==> src/rtl/iob_merge_arbiter.sv <==
// Round-robin arbiter sharing one IOb-native subordinate port among N IOb managers.
// One transaction in flight; the grant is held until the write is accepted or the read data returns.
module iob_merge_arbiter #(
    parameter int unsigned N      = 2,
    parameter int unsigned ADDR_W = 32,
    parameter int unsigned DATA_W = 32,
    localparam int unsigned NBITS  = ($clog2(N) == 0) ? 1 : $clog2(N),
    localparam int unsigned STRB_W = DATA_W / 8
) (
    input  logic                  clk_i,
    input  logic                  rst_i,
    input  logic                  cke_i,
    input  logic [N-1:0]          avalid_i,
    input  logic [N*ADDR_W-1:0]   addr_i,
    input  logic [N*DATA_W-1:0]   wdata_i,
    input  logic [N*STRB_W-1:0]   wstrb_i,
    output logic [N-1:0]          ready_o,
    output logic [N*DATA_W-1:0]   rdata_o,
    output logic [N-1:0]          rvalid_o,
    output logic                  avalid_o,
    output logic [ADDR_W-1:0]     addr_o,
    output logic [DATA_W-1:0]     wdata_o,
    output logic [STRB_W-1:0]     wstrb_o,
    input  logic                  ready_i,
    input  logic [DATA_W-1:0]     rdata_i,
    input  logic                  rvalid_i,
    output logic [NBITS-1:0]      grant_o,
    output logic                  busy_o
);

    typedef enum logic [1:0] {
        ST_IDLE    = 2'd0,
        ST_REQ     = 2'd1,
        ST_RD_WAIT = 2'd2
    } state_t;

    state_t             state_q, state_d;
    logic [NBITS-1:0]   grant_q, grant_d;
    logic [NBITS-1:0]   ptr_q, ptr_d;
    logic [NBITS-1:0]   pick;
    logic [NBITS-1:0]   grant_inc;

    logic [ADDR_W-1:0]  addr_arr  [N];
    logic [DATA_W-1:0]  wdata_arr [N];
    logic [STRB_W-1:0]  wstrb_arr [N];

    // Unpack the flat manager buses into per-manager slices.
    always_comb begin
        for (int unsigned k = 0; k < N; k++) begin
            addr_arr[k]  = addr_i[k*ADDR_W +: ADDR_W];
            wdata_arr[k] = wdata_i[k*DATA_W +: DATA_W];
            wstrb_arr[k] = wstrb_i[k*STRB_W +: STRB_W];
        end
    end

    // First requester at or above ptr wins; otherwise wrap to the lowest requester.
    always_comb begin
        logic             hi_found;
        logic [NBITS-1:0] hi_idx;
        logic [NBITS-1:0] lo_idx;
        hi_found = 1'b0;
        hi_idx   = '0;
        lo_idx   = '0;
        for (int k = int'(N) - 1; k >= 0; k--) begin
            if (avalid_i[k]) begin
                if (k >= int'(ptr_q)) begin
                    hi_found = 1'b1;
                    hi_idx   = NBITS'(k);
                end
                lo_idx = NBITS'(k);
            end
        end
        pick = hi_found ? hi_idx : lo_idx;
    end

    assign grant_inc = (grant_q == NBITS'(N - 1)) ? '0 : grant_q + NBITS'(1);

    // Next-state and port steering.
    always_comb begin
        state_d  = state_q;
        grant_d  = grant_q;
        ptr_d    = ptr_q;
        avalid_o = 1'b0;
        ready_o  = '0;
        rvalid_o = '0;
        addr_o   = addr_arr[grant_q];
        wdata_o  = wdata_arr[grant_q];
        wstrb_o  = wstrb_arr[grant_q];

        case (state_q)
            ST_IDLE: begin
                if (|avalid_i) begin
                    grant_d = pick;
                    state_d = ST_REQ;
                end
            end
            ST_REQ: begin
                avalid_o         = avalid_i[grant_q];
                ready_o[grant_q] = ready_i;
                if (avalid_i[grant_q] && ready_i) begin
                    if (|wstrb_arr[grant_q]) begin
                        state_d = ST_IDLE;
                        ptr_d   = grant_inc;
                    end else begin
                        state_d = ST_RD_WAIT;
                    end
                end else if (!avalid_i[grant_q]) begin
                    // Manager withdrew before acceptance: release the port.
                    state_d = ST_IDLE;
                    ptr_d   = grant_inc;
                end
            end
            ST_RD_WAIT: begin
                rvalid_o[grant_q] = rvalid_i;
                if (rvalid_i) begin
                    state_d = ST_IDLE;
                    ptr_d   = grant_inc;
                end
            end
            default: begin
                state_d = ST_IDLE;
            end
        endcase
    end

    assign rdata_o = {N{rdata_i}};
    assign grant_o = grant_q;
    assign busy_o  = (state_q != ST_IDLE);

    always_ff @(posedge clk_i) begin
        if (rst_i) begin
            state_q <= ST_IDLE;
            grant_q <= '0;
            ptr_q   <= '0;
        end else if (cke_i) begin
            state_q <= state_d;
            grant_q <= grant_d;
            ptr_q   <= ptr_d;
        end
    end

endmodule

==> config.mk <==
export PLATFORM = sky130hd
export DESIGN_NAME = iob_merge_arbiter
export DESIGN_NICKNAME = d
export VERILOG_FILES = /design/src/rtl/iob_merge_arbiter.sv
export SDC_FILE = /design/constraint.sdc
export NUM_CORES = 1
export LEC_CHECK = 0
export BUFFER_PORTS_ARGS = -buffer_cell sky130_fd_sc_hd__buf_2
export CAP_MARGIN = 10
export CORE_AREA = 2 2 122 124
export DETAILED_ROUTE_END_ITERATION = 8
export DIE_AREA = 0 0 124 126
export PLACE_DENSITY = 0.46
export SETUP_SLACK_MARGIN = 0.02
export SLEW_MARGIN = 20
export SYNTH_ARGS = -nofsm -noshare
export SYNTH_HDL_FRONTEND = slang
export SYNTH_SLANG_ARGS = --single-unit
==> constraint.sdc <==
create_clock -name clk_i -period 1.3 [get_ports clk_i]
set_clock_uncertainty 0.05 [all_clocks]
set_input_delay 0.195 -clock clk_i [delete_from_list [all_inputs] [get_ports clk_i]]
set_output_delay 0.195 -clock clk_i [all_outputs]
set_load 0.02 [all_outputs]
==> results of run 1 <==
## cells by family after synthesis
kind of cell,Yosys count,share of synthesized area (%)
buffers and inverters,74,33.05
and+or+nand+nor,23,8.380
AOI/OAI and AO/OA,11,5.012
DFF,4,5.012
muxes,69,48.55
## critical path, cell delays in order, from the launching register on
cell     delay (ps)
dfxtp_4         400
buf_4           140
buf_4           140
mux2_2          340
buf_2           160
## registers in the layout (all words and copies together), names as in the netlist
| register | flops |
|---|---|
| state_q | 2 |
| ptr_q | 1 |
| grant_o | 1 |
## final cells by class
cell class	instances	area share (%)
clock buffer	4	2.484
multi-input combinational	103	36.08
inverter	2	0.4732
timing repair buffer	238	50.95
sequential	4	2.760
tap	184	7.256
## per-stage QoR
stage	instance area (um2)	std cells	TNS, ps	hold WS, ps	worst slack, ps
floorplan	1632	181	-3571	207.4	-57.93
global placement	2485	517	-2635	340.2	-95.80
detailed placement	2485	517	-3999	340.2	-120.5
CTS	2758	527	-21870	143.6	-341.9
global route	3173	535	-24970	153.8	-388.6
finish	3173	535	-22640	148.1	-348.9
## cell usage in the layout, fill, tap and decap left out, types with 2 or more instances in the layout
cell | netlist | routed
nor2_1 | 7 | 5
o21ai_0 | 3 | 3
buf_12 | 0 | 4
or4_4 | 2 | 2
nor3_4 | 0 | 2
buf_2 | 8 | 180
clkbuf_16 | 0 | 6
mux2_4 | 0 | 26
nand2_1 | 4 | 3
buf_6 | 0 | 38
buf_8 | 0 | 2
mux2_2 | 59 | 42
dfxtp_1 | 4 | 2
a211oi_2 | 1 | 2
buf_4 | 64 | 10
a21oi_1 | 2 | 2
nor2_4 | 0 | 2
dfxtp_4 | 0 | 2
## synth_stat cells (2+ instances only)
master / instances / share of area, %
a21oi_1: 2 / 0.63
buf_4: 64 / 30
buf_2: 8 / 2.5
inv_1: 2 / 0.47
nor3_1: 2 / 0.63
nand2_1: 4 / 0.94
or4_4: 2 / 1.4
mux2_1: 9 / 6.3
nor2_1: 7 / 1.6
dfxtp_1: 4 / 5.0
o21ai_0: 3 / 0.94
mux2_2: 59 / 42
## per-layer routing
layer  global-route usage (%)  vias to the layer above  share of wire (%)
li1                         -                      909                  -
met1                    7.215                      873                 31
met2                    15.93                      147                 54
met3                    1.857                       41                 11
met4                    3.833                        4                3.6
met5                        0                        -               0.42
## report_power, final
group / total, uW / internal, uW / switching (uW) / leakage (uW)
Combinational: 1290 / 707 / 582 / 0.00151
Sequential: 142 / 130 / 11.8 / 0.0000341
Clock: 501 / 406 / 94.9 / 0.0000382
## timing repair
item,CTS,global route
gates resized for setup,36,87
pin swaps,4,3
gates cloned,1,4
endpoints found under the setup margin,76,78
buffers inserted,5,4
## worst max path at each step
stage,slack (ps),cells after the start,end
3_5_place_dp,-120,3,addr_o[19]
2_1_floorplan,-60,4,ptr_q
4_1_cts,-340,3,addr_o[19]
6_report,-350,4,addr_o[11]
5_1_grt,-390,4,addr_o[11]
3_3_place_gp,-100,3,addr_o[19]
==> results list, run 1 <==
- The core region is 14,310 um2.
- Final count of pins violating max slew: 0
- The first routing iteration left 38 violations.
* Worst setup path category: reg2out
* Hold/Removal Path Class: in2reg
- Mean instance size in the synthesized netlist: ~8.8 um2
- At the later pin of the worst-skew pair, clock insertion delay measures 230 ps.
- STA classifies the critical path startpoint as a flop.
- Worst hold path depth: 2
* Ys flop type: dfxtp_1
- Worst hold start: rst_i
* Maximum number of pins on one net before global-route repair: 37
- For this run, the detailed router's first-pass iteration total came to 4.
- Counting the fill cells in the layout gives 1,578.
- Post-CTS Hold Fix Bufs: 0
* Clock root buffer: clkbuf_16
- Initial standard-cell utilization of the core: roughly 11%
* Share of the yosys chip area belonging to registers: 5.012%
- Area added between synthesis and finish: 98.59%
- Measured against its own limit, the worst slew margin works out to 78.06%.
- The count of nets left with antenna violations once routing finished came out at 0.
- Max-cap violations in this run came to 0.
- Launch point of the worst path: grant_o
- After layout, the design draws a total of 1931 uW.
- TritonCTS built the clock tree.
- Level count of the clock H-tree: 1
* Failing checks: setup timing
- Slew of the pin with the lowest slew margin: 325.6 ps
* Diodes inserted: 0
- CTS saw 4 sinks.
* Critical path capture point type: primary output
- Number of warnings issued by yosys: 0
* Share of final-layout standard cells stronger than drive strength 1: 93.16%
- Final worst slack: -348.9 ps
- In the finished design, the share of the clock period the worst path needs comes to 126.8%.
- Endpoint arrival time on the critical path: ~1400 ps
- Leakage power: 0.001580 uW
- Worst hold path endpoint: ptr_q
- Register-to-register setup slack: -280 ps
* Result of the run: finished, violations left
- The worst-case IR drop observed on VDD is between 400 and 500 uV.
- Counting flops with an async set or reset pin after synthesis yields a share of 0%.
* Setup repair after global routing missed its margin: true
- After clock tree synthesis, the clock-pin slew on the worst setup and hold paths is 30 ps.
* Final HPWL DP: 6047 um
- Overall die area: 15,620 um2
- For this run, design rule violations remaining after detail routing come to 0.
- The worst register-to-register path begins at grant_o.
- In the final design database the tool counted 527 nets.
* Buffers on Ports: 217
- In the final layout, the multi-input gates occupy 1145 um2.
- Total count of hold-check failures in the final report: 0
- Sequential cell area: 87.58 um2
- Setup violations remaining at the end of the flow were counted as 75.
- Wire length per cell: 14.61 um
- After detailed routing, the number of vias per cell comes to 3.690.
- Synthesis instantiated 27 different standard cells from the library.
- Site Rows: 44
- Counting flops with a built-in enable in the synthesized netlist gives 0.
* Number of instances in the synthesized netlist: 181
* Worst endpoint required time: 1050 ps
- Synthesized netlist net count: 356
* Total routing resource utilization after global routing: under 10%
- Overflow left after global routing: 0
* Total power density per cell area: 608.7 nW/um2
* Maximum fanout along the worst path: 5
- Post-detailed-routing wire length: 7817 um
- Min Clock Period, post-route: 1649 ps
- For this run, the top clock speed supported by timing is 0.6065 GHz.
* Clock buffer count from CTS: 3
- Overall via count from detail_route: 1,974
- The initial antenna violation count came to 3.
* R2R cell count: 6
* Register bit count reported by yosys: 4
- Number of global-route vias before repair: 1,829
- The endpoint identified for the worst register-to-register timing path is ptr_q.
- For this run, the share of the core covered by cells in the final layout is 22.17%.
* First-pass GRT wire length: 9425 um
* Routability Congestion: between 0.7 and 0.8
- Die span in y: 126 um
- Number of I/O pins: 314
- The synthesized netlist occupies a cell area of 1598 um2.
- Deepest clock path buffer count: 2
- DIE WIDTH: 124 um
No activity file was read; power rests on OpenSTA's default activity.
==> run 2, diff against run 1 <==
==> constraint.sdc (replaced) <==
create_clock -name clk_i -period 1.3 [get_ports clk_i]
set_clock_uncertainty 0.05 [all_clocks]
set_input_delay 0.065 -clock clk_i [delete_from_list [all_inputs] [get_ports clk_i]]
set_output_delay 0.065 -clock clk_i [all_outputs]
set_load 0.02 [all_outputs]
==> results list, run 2 (same netlist as run 1, synthesis figures left out) <==
- Worst setup path category: reg2out
- In this run the deepest clock path goes through 2 buffers.
- The largest single stage delay on the critical path is around 400 ps.
* Bufs and invs on worst path: 3
- The worst register-to-register path has a setup slack of -120 ps.
- Among cell families on the critical path, the largest total delay comes from buffers and inverters.
- Initial antenna violation count: 2
- The worst-case IR drop observed on VDD is 420.5 uV.
- Launch point of the worst path: grant_o
- Total count of hold-check failures in the final report: 0
- TritonCTS built the clock tree.
- Cell type of the slowest stage on the worst timing path: dfxtp_4
- STA puts the critical path data arrival time at 1410 ps.
* Final worst slack: -226.6 ps
* Biggest register: state_q
* Number of I/O pins: 314
* Worst endpoint required time: 1190 ps
* First-pass GRT wire length: 10,050 um
- In this run the power spent charging and discharging nets is between 700 and 800 uW.
- In the finished design, the share of the clock period the worst path needs comes to 117.4%.
- Detailed-route vias per instance: 3.676
- Fmax: 0.6551 GHz
* Site Rows: 44
- Failing checks: setup timing
- Number of global-route vias before repair: 1,833
* Routability Congestion: ~0.7
* Final HPWL DP: 6401 um
- After global routing the overflow that remains totals 0.
- Nature of the critical path startpoint: flop
- Clock tree synthesis inserted a total of 3 buffers.
- Net switching is 36.27% of the power.
- For this design the ratio of total power to cell area is 624.7 nW/um2.
- Design internal power: 1258 uW
* Share of final-layout standard cells stronger than drive strength 1: 90.78%
* Count of cell instances traversed by the critical path: 4
* Number of cells in the design after placement: 517
- After clock tree synthesis, the flow added hold-fix buffers numbering 0.
* Remaining antenna violation count: 0
- Max-cap violation count: 0
- After routing the design area is around 3200 um2.
* Clock root buffer: clkbuf_16
- After detailed routing, the total wire length is 8681 um.
- In this run the critical register-to-register path is launched from grant_o.
- Critical path capture point type: primary output
* Overall via count from detail_route: 1,952
- DRC errors left: 0
- CTS built an H-tree with a depth of 1.
- The min-delay analysis places its worst path in the category in2reg.
- Final TNS setup: -13,500 ps
- For this run, the detailed router's first-pass iteration total came to 4.
* Clock insertion delay at the later pin of the skew report: around 230 ps
- Setup repair after global routing missed its margin: true
- Setup-failing EPs final: just over 70
- At the end of the flow the core is filled with cells to 22.07%.
- The max-slew violation count came to 0.
- The library cell used most frequently in the layout, excluding fill and tap cells, is buf_2.
- The critical path ends at addr_o[20].
- The register with the most flip-flops in the layout has 2 of them.
* R2R cell count: 4
* Total clock sinks: 4
- After clock tree synthesis, the clock-pin slew on the worst setup and hold paths is about 30 ps.
- The final layout contains 523 nets.
- The die is 124 um wide.
- Along the worst path, the maximum fanout reaches 7.
- Diodes inserted: 0
- The first routing iteration left 42 violations.
* Die span in y: 126 um
- Non-filler cells in the finished layout: 531
* Overall die area: 15,620 um2
- Instance area at placement: 2469 um2
* Ordered list of cells on the worst path: buf_12 > buf_16 > mux2_2 > buf_6
* Slew of the pin with the lowest slew margin: just over 300 ps
* Share of power burned in the clock network: 25.6%
- Measured against its own limit, the worst slew margin works out to 79.23%.
- Leakage power: 0.001580 uW
- Most frequent cells in the layout: buf_2, buf_6, mux2_2, mux2_4, buf_4
- Pre-CTS worst setup slack: -96.73 ps
- The flow ran to the end, but the final reports show violations.
* Logic pwr share: 67.3%
- The initial utilization of the core area, before any placement, comes to between 10 and 15%.
- Entering global routing, the biggest net connects 28 pins.
* Proportion of power drawn by flip-flops and latches: a little over 7%
- Area added between synthesis and finish: 97.73%
* Total routing resource utilization after global routing: 8.703%
* Destination of the worst register-to-register timing path: ptr_q
- Counting I/O delays and the setup requirement, the final critical path takes 1527 ps.
- Wire length per cell: between 15 and 20 um
* Buffers on Ports: 217
- Area of the core: around 14,000 um2
## run 2: power by group through the flow
stage | sequential (uW) | clock (uW) | combinational [uW]
5_1_grt | 141 | 513 | 1410
3_5_place_dp | 139 | 0 | 1010
6_report | 140 | 506 | 1330
4_1_cts | 140 | 511 | 1140
2_1_floorplan | 141 | 0 | 844
3_3_place_gp | 138 | 0 | 999
## run 2: through the flow
step,hold slack (ps),power (uW)
floorplan,77.40,985.4
global placement,80.21,1137
detailed placement,80.21,1149
CTS,10.03,1787
global route,23.43,2067
finish,14.02,1974
## run 2: what timing repair did
action                     in CTS  in global routing
gates cloned                    3                  2
setup buffers                   5                  1
gates resized for setup        34                 98
pin swaps                       2                  1
setup endpoints to repair      71                 77
## run 2: metal layers
metal / GRT usage [%] / part of all wire, % / vias up
met3: 1.449 / 7.6 / 27
li1: - / - / 903
met5: 0 / 0 / -
met2: 17.23 / 55 / 110
met1: 9.156 / 35 / 912
met4: 2.512 / 2.2 / 0
## run 2: worst min path at each step
stage / depth (start not counted) / endpoint / start
6_report: 2 / grant_o / avalid_i[0]
5_1_grt: 2 / grant_o / avalid_i[0]
4_1_cts: 2 / grant_o / avalid_i[0]
3_5_place_dp: 0 / rdata_o[15] / rdata_i[15]
3_3_place_gp: 0 / rdata_o[15] / rdata_i[15]
2_1_floorplan: 1 / grant_o / rst_i
## run 2: layout make-up
type                    instances  area [um2]
repair buffers                234        1625
fillers                      1584       11150
well taps                     184       230.2
multi-input cells             103        1134
inverters                       2       7.507
clock buffers                   4       78.83
flip-flops and latches          4       83.83
